===== src/rtl/fetch_prefetch.sv =====
// Instruction prefetch unit: credit-limited memory requests, in-order response FIFO, redirect
// with in-flight discard. Optional FETCH_BYPASS_EN forwards a response straight to the consumer.
module fetch_prefetch #(
  parameter int unsigned     Xlen    = 64,
  parameter int unsigned     Ilen    = 32,
  parameter int unsigned     Depth   = 4,
  parameter logic [Xlen-1:0] ResetPc = '0
) (
  input  logic            clk_i,
  input  logic            rst_ni,
  input  logic            control_hazard_i,
  input  logic [Xlen-1:0] pc_target_i,
  input  logic            mem_ready_i,
  output logic            mem_valid_o,
  output logic [Xlen-1:0] mem_addr_o,
  input  logic [Xlen-1:0] mem_rdata_i,
  input  logic            mem_rvalid_i,
  input  logic            inst_ready_i,
  output logic [Xlen-1:0] inst_pc_o,
  output logic [Ilen-1:0] inst_data_o,
  output logic            inst_valid_o
);

  localparam int unsigned PtrW = $clog2(Depth);
  localparam int unsigned CntW = PtrW + 1;
  localparam logic [CntW:0] DepthOcc = (CntW+1)'(Depth);

  typedef logic [CntW-1:0] cnt_t;

  logic [Xlen-1:0] req_pc_q, req_pc_d, resp_pc_q, resp_pc_d;
  cnt_t            inflight_q, inflight_d, discard_q, discard_d, count_q, count_d;
  logic [PtrW-1:0] wr_ptr_q, wr_ptr_d, rd_ptr_q, rd_ptr_d;
  logic [Xlen-1:0] pc_mem   [Depth];
  logic [Ilen-1:0] data_mem [Depth];

  logic            req_fire, resp_keep, push, fifo_pop, bypass;
  logic [CntW:0]   occupancy;
  logic [Xlen-1:0] redirect_pc;
  logic            unused_rdata;

  assign unused_rdata = ^mem_rdata_i[Xlen-1:Ilen];
  assign redirect_pc  = {pc_target_i[Xlen-1:2], 2'b00};

  // Buffered plus in-flight entries never exceed Depth, so the FIFO cannot overflow.
  assign occupancy   = {1'b0, count_q} + {1'b0, inflight_q};
  assign mem_valid_o = rst_ni && !control_hazard_i && (occupancy < DepthOcc);
  assign mem_addr_o  = req_pc_q;
  assign req_fire    = mem_valid_o && mem_ready_i;
  assign resp_keep   = mem_rvalid_i && (discard_q == '0) && !control_hazard_i;

`ifdef FETCH_BYPASS_EN
  assign bypass       = (count_q == '0) && resp_keep;
  assign inst_valid_o = ((count_q != '0) && !control_hazard_i) || bypass;
  assign inst_pc_o    = bypass ? resp_pc_q : pc_mem[rd_ptr_q];
  assign inst_data_o  = bypass ? mem_rdata_i[Ilen-1:0] : data_mem[rd_ptr_q];
`else
  assign bypass       = 1'b0;
  assign inst_valid_o = (count_q != '0) && !control_hazard_i;
  assign inst_pc_o    = pc_mem[rd_ptr_q];
  assign inst_data_o  = data_mem[rd_ptr_q];
`endif

  assign fifo_pop = inst_valid_o && inst_ready_i && !bypass;
  assign push     = resp_keep && !(bypass && inst_ready_i);

  always_comb begin
    req_pc_d   = req_pc_q;
    resp_pc_d  = resp_pc_q;
    discard_d  = discard_q;
    count_d    = count_q;
    wr_ptr_d   = wr_ptr_q;
    rd_ptr_d   = rd_ptr_q;
    inflight_d = inflight_q + cnt_t'(req_fire) - cnt_t'(mem_rvalid_i);

    if (control_hazard_i) begin
      // Everything still outstanding after this edge belongs to the old path.
      req_pc_d  = redirect_pc;
      resp_pc_d = redirect_pc;
      discard_d = inflight_d;
      count_d   = '0;
      wr_ptr_d  = '0;
      rd_ptr_d  = '0;
    end else begin
      if (req_fire) req_pc_d = req_pc_q + Xlen'(4);
      if (mem_rvalid_i && (discard_q != '0)) discard_d = discard_q - cnt_t'(1);
      if (resp_keep) resp_pc_d = resp_pc_q + Xlen'(4);
      if (push) wr_ptr_d = wr_ptr_q + PtrW'(1);
      if (fifo_pop) rd_ptr_d = rd_ptr_q + PtrW'(1);
      count_d = count_q + cnt_t'(push) - cnt_t'(fifo_pop);
    end
  end

  always_ff @(posedge clk_i or negedge rst_ni) begin
    if (!rst_ni) begin
      req_pc_q   <= ResetPc;
      resp_pc_q  <= ResetPc;
      inflight_q <= '0;
      discard_q  <= '0;
      count_q    <= '0;
      wr_ptr_q   <= '0;
      rd_ptr_q   <= '0;
    end else begin
      req_pc_q   <= req_pc_d;
      resp_pc_q  <= resp_pc_d;
      inflight_q <= inflight_d;
      discard_q  <= discard_d;
      count_q    <= count_d;
      wr_ptr_q   <= wr_ptr_d;
      rd_ptr_q   <= rd_ptr_d;
    end
  end

  always_ff @(posedge clk_i) begin
    if (push) begin
      pc_mem[wr_ptr_q]   <= resp_pc_q;
      data_mem[wr_ptr_q] <= mem_rdata_i[Ilen-1:0];
    end
  end

  rvalid_needs_inflight: assert property (
    @(posedge clk_i) disable iff (!rst_ni) mem_rvalid_i |-> (inflight_q != '0));

endmodule

===== config.mk =====
export PLATFORM = sky130hd
export DESIGN_NAME = fetch_prefetch
export DESIGN_NICKNAME = d
export VERILOG_FILES = /design/src/rtl/fetch_prefetch.sv
export SDC_FILE = /design/constraint.sdc
export NUM_CORES = 1
export LEC_CHECK = 0
export CORE_UTILIZATION = 45
export CTS_BUF_LIST = sky130_fd_sc_hd__clkbuf_16
export DETAILED_ROUTE_END_ITERATION = 8
export PLACE_DENSITY = 0.68
export SLEW_MARGIN = 20
export SYNTH_ARGS = -nofsm -noshare
export SYNTH_HDL_FRONTEND = slang
export SYNTH_SLANG_ARGS = --single-unit

===== constraint.sdc =====
create_clock -name clk_i -period 5.4 [get_ports clk_i]
set_input_delay 1.08 -clock clk_i [delete_from_list [all_inputs] [get_ports clk_i]]
set_output_delay 1.08 -clock clk_i [all_outputs]
set_load 0.02 [all_outputs]

# ---- Yosys cells after proc, flatten, opt, wreduce, memory -nomap -nowiden
# Memories as Yosys holds them, arrays and structs flattened.
# Cells that the tools add are included.
dict set report classes {
  magnitude_cmp 1
  mux 13
  n_reduce_logical 16
  addsub 10
}
# operator n
set ops {}
lappend ops {{2-to-1 mux 64 bit} 4}
lappend ops {{adder 64 x 3 -> 64 bit, second input constant} 2}
lappend ops {{2-to-1 mux 3 bit} 3}
lappend ops {{logical AND 1 bit} 8}
lappend ops {{2-to-1 mux 2 bit} 4}
lappend ops {{nonzero test 2 bit} 4}
lappend ops {{adder 3 x 1 -> 3 bit} 2}
lappend ops {{nonzero test 3 bit} 2}
lappend ops {{subtractor 3 x 1 -> 3 bit} 2}
lappend ops {{adder 2 x 1 -> 2 bit, second input constant} 2}
lappend ops {{adder 3 x 3 -> 4 bit} 1}
lappend ops {{less-than comparator 4 x 3 -> 1 bit, second input constant} 1}
lappend ops {{logical NOT 3 bit} 1}
lappend ops {{subtractor 3 x 1 -> 3 bit, second input constant} 1}
lappend ops {{2-to-1 mux 1 bit} 2}
lappend ops {{logical NOT 1 bit} 1}
dict set report word_totals {
  in_bits 134
  mem_bits_rw 384
  word_cells 49
  memories 2
  ff_bits 141
  output_inout_bits 162
}
# name words word_bits rd rd_clocked_by_memory_dff wr line_no
set memory_table {}
lappend memory_table {pc_mem 4 64 1 0 1 33} ;# logic [Xlen-1:0] pc_mem [Depth];
lappend memory_table {data_mem 4 32 1 0 1 34} ;# logic [Ilen-1:0] data_mem [Depth];

# ---- Logic depth before layout (Yosys ltp)
# Gate-level depths: netlist of run 1.
dict set report depth {
  ltp_word 7
  ltp_mapped 15
  ltp_nobuf 12
}

# ---- Least setup slack after synthesis of run 1
# Ideal clock, no wire load.
dict set report synth_path {
  path_type {input -> register}
  start {input port control_hazard_i}
  end {memory data_mem[0][0] (enable)}
  arrival_ps 4037
  required_time_ps 4937
  path_slack_ps 900
  n_path_buf 3
  setup_ps 463
  stages 5
  cell_sequence {clkbuf_1 -> clkbuf_1 -> buf_1 -> nor2_1 -> and2_1}
}
dict set report synth_between {
  elab_chain_cells 4
}
# item line_no
set synth_rtl {}
lappend synth_rtl {{start, declared} 11} ;# input logic control_hazard_i,
lappend synth_rtl {{logical NOT 1 bit} 49} ;# assign resp_keep = mem_rvalid_i && (discard_q == '0) && !control_hazard_i;
lappend synth_rtl {{logical AND 1 bit} 49}
lappend synth_rtl {{2-to-1 mux 1 bit} 114} ;# if (push) begin
lappend synth_rtl {{2-to-1 mux 1 bit (not written as such)} 116} ;# data_mem[wr_ptr_q] <= mem_rdata_i[Ilen-1:0];
lappend synth_rtl {{end, declared} 34}
# No other way between the ends.

# ---- Worst setup path in the final report of run 1
dict set report layout_path {
  start {register rd_ptr_q[0]}
  end {output port inst_pc_o[29]}
}
dict set report layout_between {
  elab_chain_cells 1
}
# item line_no
set layout_rtl {}
lappend layout_rtl {{start, declared} 32} ;# logic [PtrW-1:0] wr_ptr_q, wr_ptr_d, rd_ptr_q, rd_ptr_d;
lappend layout_rtl {{start signal, assigned} 109} ;# rd_ptr_q <= rd_ptr_d;
lappend layout_rtl {{memory (4 x 64 bit)} -}
lappend layout_rtl {{end, declared} 19} ;# output logic [Xlen-1:0] inst_pc_o,
# No other way between the ends.

==> results.md, run 1 <==
Timing
* worst clock skew: 0.0250 ns
* upper clock frequency limit: 235 MHz
* remaining max-slew budget at the tightest pin: 32.0%
* number of pins exceeding their max-slew limit in the final report: 0
* Worst Tran Pin Value: 1.02 ns
* post-route fraction of the period consumed by the critical path: 78.8%
* total setup violations reported at the end of the flow: 0
* count of endpoints failing hold in the final timing report: 0
* Fin Setup TNS: 0 ns
* RSZ-0062 raised after global routing: false
* crit path time final: 4.26 ns
* hold slack: 0.327 ns

Worst setup path
* endpoint kind of the worst setup timing path: output pin
* type of the worst setup path: flip-flop to output pin
* data required time of the critical path: 4.32 ns
* Register-to-Register Setup Slack: 2.48 ns
* Worst EP arrival: 3.18 ns
* biggest fanout along the worst timing path: 44
* Startpoint Class: flip-flop
* FF-to-FF path depth: 5
* critical register-to-register path endpoint: resp_pc_q[53]$_DFFE_PN0N_
* Worst R2R Start: resp_pc_q[6]$_DFFE_PN0N_

Routing
* wire per inst: 22.6 um
* DRC errors left: 0
* antenna violation net count after detailed routing: 0
* vias after detailed routing: 14200
* Starting DRT DRC Count: 1225
* post-detailed-routing wire length: 55.3 mm
* ratio of routed vias to standard cells: 5.79
* Detailed Routing Iterations Pass 1: 5

Floorplan
* total die area: 50100 um2
* number of placement rows: 80
* y dimension of the die: 224 um
* Core Area: 48100 um2
* starting density of the core: 46.0%
* die boundary width: 224 um
* number of top-level design ports: 296

Run
* number of maximum-capacitance constraint violations: 0

Global route
* number of antenna violations at the first check in global routing: 0
* maximum number of pins on one net before global-route repair: 76
* global-route wire length before repair: 84.8 mm
* Total GRT Usage: 22.3%
* vias in the first global route: 14200
* global-route congestion overflow total: 0

Placement
* detailed placer's ending HPWL: 36.2 mm
* placed cell count: 2349
* area post-placement: 25500 um2
* global placer's final weighted congestion: 0.916
* # port buffers: 257

Logic synthesis
* sequential area share after synthesis: 66.5%
* Synth top area share: 51.0%
* proportion of synthesized area in mux cells: 10.3%
* cells taking the most area after synthesis: edfxtp_1 51%, dfrtp_1 15%, mux4_2 9.6%
* Synth Warn #: 0
* Syn Area/Cell: 15.0 um2
* Compound-Gate Fraction of Synth Area: 5.42%
* Post-Syn Area: 22100 um2
* combinational family with the most area after synthesis: simple AND/OR/NAND/NOR gates
* Unique masters post-synth: 62
* cell type with the highest aggregate area in the netlist: edfxtp_1
* top flip-flop cell by instance count after synthesis: edfxtp_1
* basic-gate share of the synthesized area counting and, or, nand and nor cells: 12.7%
* async set-reset flop share out of synthesis: 26.7%
* number of register bits inferred by synthesis: 513
* adder-cell area share of the yosys netlist: 0.972%
* Post-synth EDFFs: 376
* Syn Inst Count: 1479
* post-synthesis xor/xnor area fraction: 2.18%

Cells and area
* most frequent cells in the layout: 376 x edfxtp_1, 255 x clkdlybuf4s50_1, 135 x dfrtp_1
* register area: 14700 um2
* nets: 1898
* most frequent standard cell in the layout excluding fill and tap cells: edfxtp_1
* antenna fix cells: 0
* share of cells above drive strength 1: 13.6%
* footprint of the multi-input gates: 7020 um2
* count of placed standard cells in the final layout, fillers left out: 2449
* final design instance area without fill: 27300 um2
* fill cell count: 3800
* post-synthesis to final-layout area growth: 23.4%

Clock network
* Max Root-Sink Buffers: 3
* cell at the root of the clock tree: clkbuf_16
* number of clock sinks: 513
* post-cts gate resize count: 0
* total number of H-tree levels: 2
* post-CTS setup-driven buffer insertion count: 0
* Clk Latency, worst-skew pair: 0.60 ns
* clock transition at the registers of the reported paths: 0.07 ns
* number of buffers inserted during clock tree synthesis: 53
* clock tree from TritonCTS: done
* number of hold-repair buffers added at the cts stage: 0

Status
* status: finished, final reports clean

Power and ir drop
* total power per unit cell area: 410 nW/um2
* internal power of the cells: 8.03 mW
* part of the total power dissipated in combinational logic: 22.1%
* static leakage power: 9.23 nW
* switching power: 3.17 mW
* clock network fraction of design power: 33.9%
* proportion of power drawn by flip-flops and latches: 44.0%
* switching fraction of total power: 28.3%
* worst ir drop on vdd: 0.000224 V

Worst hold path
* Hold Path Class: primary input to async pin

power groups by stage:
stage | registers, mW | logic, mW | clock network [mW]
3_5_place_dp | 5.00 | 2.51 | 0
5_1_grt | 4.97 | 2.65 | 4.01
6_report | 4.93 | 2.48 | 3.79
3_3_place_gp | 4.99 | 2.48 | 0
4_1_cts | 4.92 | 2.51 | 3.88
2_1_floorplan | 4.87 | 1.48 | 0
state kept, by name, summed over array words and instances (netlist names):
register / flops
pc_mem: 248
data_mem: 128
mem_addr_o: 62
resp_pc_q: 62
count_q: 3
discard_q: 3
inflight_q: 3
rd_ptr_q: 2
wr_ptr_q: 2
area by class of cell:
class	count	share of cell area [%]
Clock buffer	55	5.04
Clock inverter	45	1.63
Inverter	34	0.467
Multi-Input combinational cell	868	25.7
Sequential cell	513	53.9
Tap cell	656	3.00
Timing Repair Buffer	278	10.3
metal layers:
metal	up-vias	track usage [%]	wire, um
li1	6379	-	-
met1	7110	32.6	24700
met2	583	34.1	25400
met3	98	4.39	3720
met4	0	6.52	1480
met5	-	0	0
critical path, stage by stage (launching register included):
cell             delay [ns]
dfrtp_4                1.05
buf_12                 0.32
mux4_2                 0.60
clkdlybuf4s50_1        0.57
worst max-delay path by stage:
stage | slack [ns] | depth (start not counted) | start | end
after global placement | 1.61 | 11 | mem_rvalid_i | count_q[2]$_DFF_PN0_
after detailed placement | 1.57 | 11 | mem_rvalid_i | count_q[2]$_DFF_PN0_
after CTS | 1.01 | 3 | rd_ptr_q[0]$_DFFE_PN0P_ | inst_data_o[1]
final | 1.14 | 3 | rd_ptr_q[0]$_DFFE_PN0P_ | inst_pc_o[29]
after floorplan | 0.90 | 5 | control_hazard_i | data_mem[0][0]$_DFFE_PP_
after global routing | 0.91 | 3 | rd_ptr_q[0]$_DFFE_PN0P_ | inst_data_o[5]
cells by family (layout without fill, tap and decap cells):
logic type | count (synthesis) | after routing
xor gates and xnor gates | 55 | 55
buffers and inverters | 101 | 412
adders and majority gates | 16 | 16
AOI/OAI and AO/OA | 184 | 184
other | 1 | 4
and+or+nand+nor | 500 | 500
muxes | 109 | 109
DFF | 513 | 513
cell usage after synthesis (6+ instances only):
cell and count:
edfxtp_1 376, dfrtp_1 137, nand2_1 118, mux4_2 94, nand3_1 91, nand4_1 65, o21ai_0 60, nor2_1 59
clkbuf_1 38, xor2_1 37, inv_1 33, nor3_1 30, o211ai_1 29, nor4_1 24, a21oi_1 22, or4_1 20
and3_1 19, xnor2_1 18, or3_1 15, a31oi_1 14, ha_1 14, and2_1 12, buf_1 12, buf_2 12
o311ai_0 11, o31a_1 9, nand2b_1 8, mux2_2 7, mux2i_1 7, nor4_4 7, o21ai_1 6
metrics by stage:
step | utilization [%] | total power, mW | worst slack [ns]
after CTS | 56.7 | 11.3 | 1.01
final | 56.7 | 11.2 | 1.14
after global routing | 56.7 | 11.6 | 0.912
after detailed placement | 53.0 | 7.50 | 1.57
after floorplan | - | 6.35 | 0.900
after global placement | 53.0 | 7.47 | 1.61
Power figures use the tool's default switching activity.
==> inputs of run 2 (changes only) <==
Settings changed: PLACE_DENSITY 0.68 to 0.71.
Clock period 5.4 ns to 3.8 ns, I/O delays scaled along.
==> run 2 against run 1 <==
Net effect:
- non-clock buffer count is 14 higher
- cell area grew 0.12%
- setup slack worse by 0.87 ns
- sequential power up 40%
- global-route usage is 0.13 points higher
- hold slack worse by 0.0078 ns
- core utilization is 0.070 points higher
- clock skew decreased by 0.0097 ns
- count of clock-buffer cells in the layout down 2
- register-to-register slack got worse by 1.5 ns
- critical path type unchanged
==> results.md, run 2 (synthesized netlist as in run 1, its figures left out) <==
Status
* status: finished, final reports clean

Timing
* Final WS setup: 0.275 ns, -0.870 ns
* remaining max-slew budget at the tightest pin: 47.3%, +15 points
* number of pins exceeding their max-slew limit in the final report: 0, unchanged
* post-route fraction of the period consumed by the critical path: 92.8%
* Fin Setup TNS: 0 ns, unchanged
* RSZ-0062 raised after global routing: false
* crit path time final: 3.52 ns
* upper clock frequency limit: 284 MHz
* count of endpoints failing hold in the final timing report: 0, unchanged
* Worst Tran Pin Value: 0.791 ns, -0.229 ns
* total setup violations reported at the end of the flow: 0, unchanged
* worst clock skew: 0.0153 ns, -0.00970 ns

Worst hold path
* Hold Path Class: primary input to async pin

Global route
* global-route congestion overflow total: 0, unchanged
* Total GRT Usage: 22.5%, +0.13 points
* vias in the first global route: 14300, +0.67%
* number of antenna violations at the first check in global routing: 0, unchanged
* global-route wire length before repair: 85.4 mm, +0.68%
* maximum number of pins on one net before global-route repair: 138, +82%

Cells and area
* register area: 14700 um2, unchanged
* number of flip-flops in the largest register: 248, unchanged
* fill cell count: 3771, -0.76%
* antenna fix cells: 0, unchanged
* most frequent standard cell in the layout excluding fill and tap cells: edfxtp_1
* largest registers: pc_mem: 248 flops, data_mem: 128 flops
* nets: 1911, +0.68%
* register with the most flip-flops: pc_mem
* footprint of the multi-input gates: 7020 um2, unchanged
* post-synthesis to final-layout area growth: 23.6%
* share of cells above drive strength 1: 13.9%, +0.37 points
* most frequent cells in the layout: 376 x edfxtp_1, 255 x clkdlybuf4s50_1, 135 x dfrtp_1

Floorplan
* number of top-level design ports: 296, unchanged
* y dimension of the die: 224 um, unchanged
* die boundary width: 224 um, unchanged
* number of placement rows: 80, unchanged
* Core Area: 48100 um2, unchanged
* starting density of the core: 46.0%, unchanged
* total die area: 50100 um2, unchanged

Routing
* wire per inst: 22.7 um, +0.41%
* Starting DRT DRC Count: 1395, +14%
* antenna violation net count after detailed routing: 0, unchanged
* vias after detailed routing: 14500, +2.2%
* Detailed Routing Iterations Pass 1: 5, unchanged
* DRC errors left: 0, unchanged
* ratio of routed vias to standard cells: 5.89, +1.8%
* post-detailed-routing wire length: 55.7 mm, +0.82%

Clock network
* number of buffers inserted during clock tree synthesis: 52, -1.9%
* Clk Latency, worst-skew pair: 0.59 ns, about the same
* total number of H-tree levels: 2, unchanged
* number of clock sinks: 513, unchanged
* number of hold-repair buffers added at the cts stage: 0, unchanged
* clock tree from TritonCTS: done
* cell at the root of the clock tree: clkbuf_16
* post-cts gate resize count: 0, unchanged
* clock transition at the registers of the reported paths: 0.06 ns, about the same
* post-CTS setup-driven buffer insertion count: 0, unchanged
* Max Root-Sink Buffers: 3, unchanged

Worst setup path
* Worst R2R Start: resp_pc_q[6]$_DFFE_PN0N_
* endpoint kind of the worst setup timing path: output pin
* Startpoint Class: flip-flop
* critical register-to-register path endpoint: resp_pc_q[52]$_DFFE_PN0N_
* Register-to-Register Setup Slack: 1.00 ns, -1.48 ns
* biggest fanout along the worst timing path: 26, -41%
* Worst EP arrival: 2.76 ns, -0.42 ns
* data required time of the critical path: 3.04 ns, -1.28 ns
* FF-to-FF path depth: 6, +1
* type of the worst setup path: flip-flop to output pin

Placement
* global placer's final weighted congestion: 0.915, about the same
* # port buffers: 257, unchanged
* detailed placer's ending HPWL: 37.4 mm, +3.3%
* worst slack, placed: 0.603 ns, -0.967 ns

Power and ir drop
* worst ir drop on vdd: 0.000324 V, +44%
* total power per unit cell area: 566 nW/um2, +38%
* static leakage power: 9.26 nW, +0.33%

Run
* number of maximum-capacitance constraint violations: 0, unchanged

-- run 2: area by class of cell --
class                           count  area share [%]
Timing Repair Buffer              292            11.1
Tap cell                          656            3.00
Clock inverter                     43            1.09
Multi-Input combinational cell    868            25.7
Sequential cell                   513            53.8
Clock buffer                       53            4.85
Inverter                           34           0.467
-- run 2: metrics by stage --
| step | hold slack [ns] | std cells | instance area [um2] | util, % | power (mW) |
|---|---|---|---|---|---|
| floorplan | 0.464 | 1482 | 22100 | - | 9.01 |
| global placement | 0.525 | 2363 | 25700 | 53.4 | 10.7 |
| detailed placement | 0.522 | 2363 | 25700 | 53.4 | 10.7 |
| CTS | 0.383 | 2459 | 27400 | 56.8 | 15.6 |
| global route | 0.385 | 2459 | 27400 | 56.8 | 16.1 |
| finish | 0.320 | 2459 | 27400 | 56.8 | 15.5 |
-- run 2: worst max-delay path by stage --
stage,endpoint,cells past startpoint,startpoint
after floorplan,discard_q[2]$_DFFE_PN0P_,15,control_hazard_i
after global placement,resp_pc_q[53]$_DFFE_PN0N_,7,mem_rvalid_i
after detailed placement,resp_pc_q[53]$_DFFE_PN0N_,7,mem_rvalid_i
after CTS,inst_pc_o[51],3,rd_ptr_q[0]$_DFFE_PN0P_
after global routing,inst_pc_o[51],3,rd_ptr_q[0]$_DFFE_PN0P_
final,inst_pc_o[51],3,rd_ptr_q[0]$_DFFE_PN0P_
-- run 2: report_power, final --
group          internal [mW]  switching [mW]  total [mW]
clock network           2.79            2.09        4.88
logic                   1.83            1.86        3.69
registers               6.41           0.502        6.91
total                   11.0            4.45        15.5
-- run 2: critical path: stages (launching register included) --
cell	delay, ns
dfrtp_4	0.73
buf_12	0.30
mux4_2	0.57
clkdlybuf4s50_1	0.57
-- run 2: routing by layer --
metal  global-route usage [%]  part of all wire (%)
met5                        0                     0
met1                     32.5                    43
met2                     34.9                    46
met4                     6.21                   2.6
met3                     4.25                   7.9
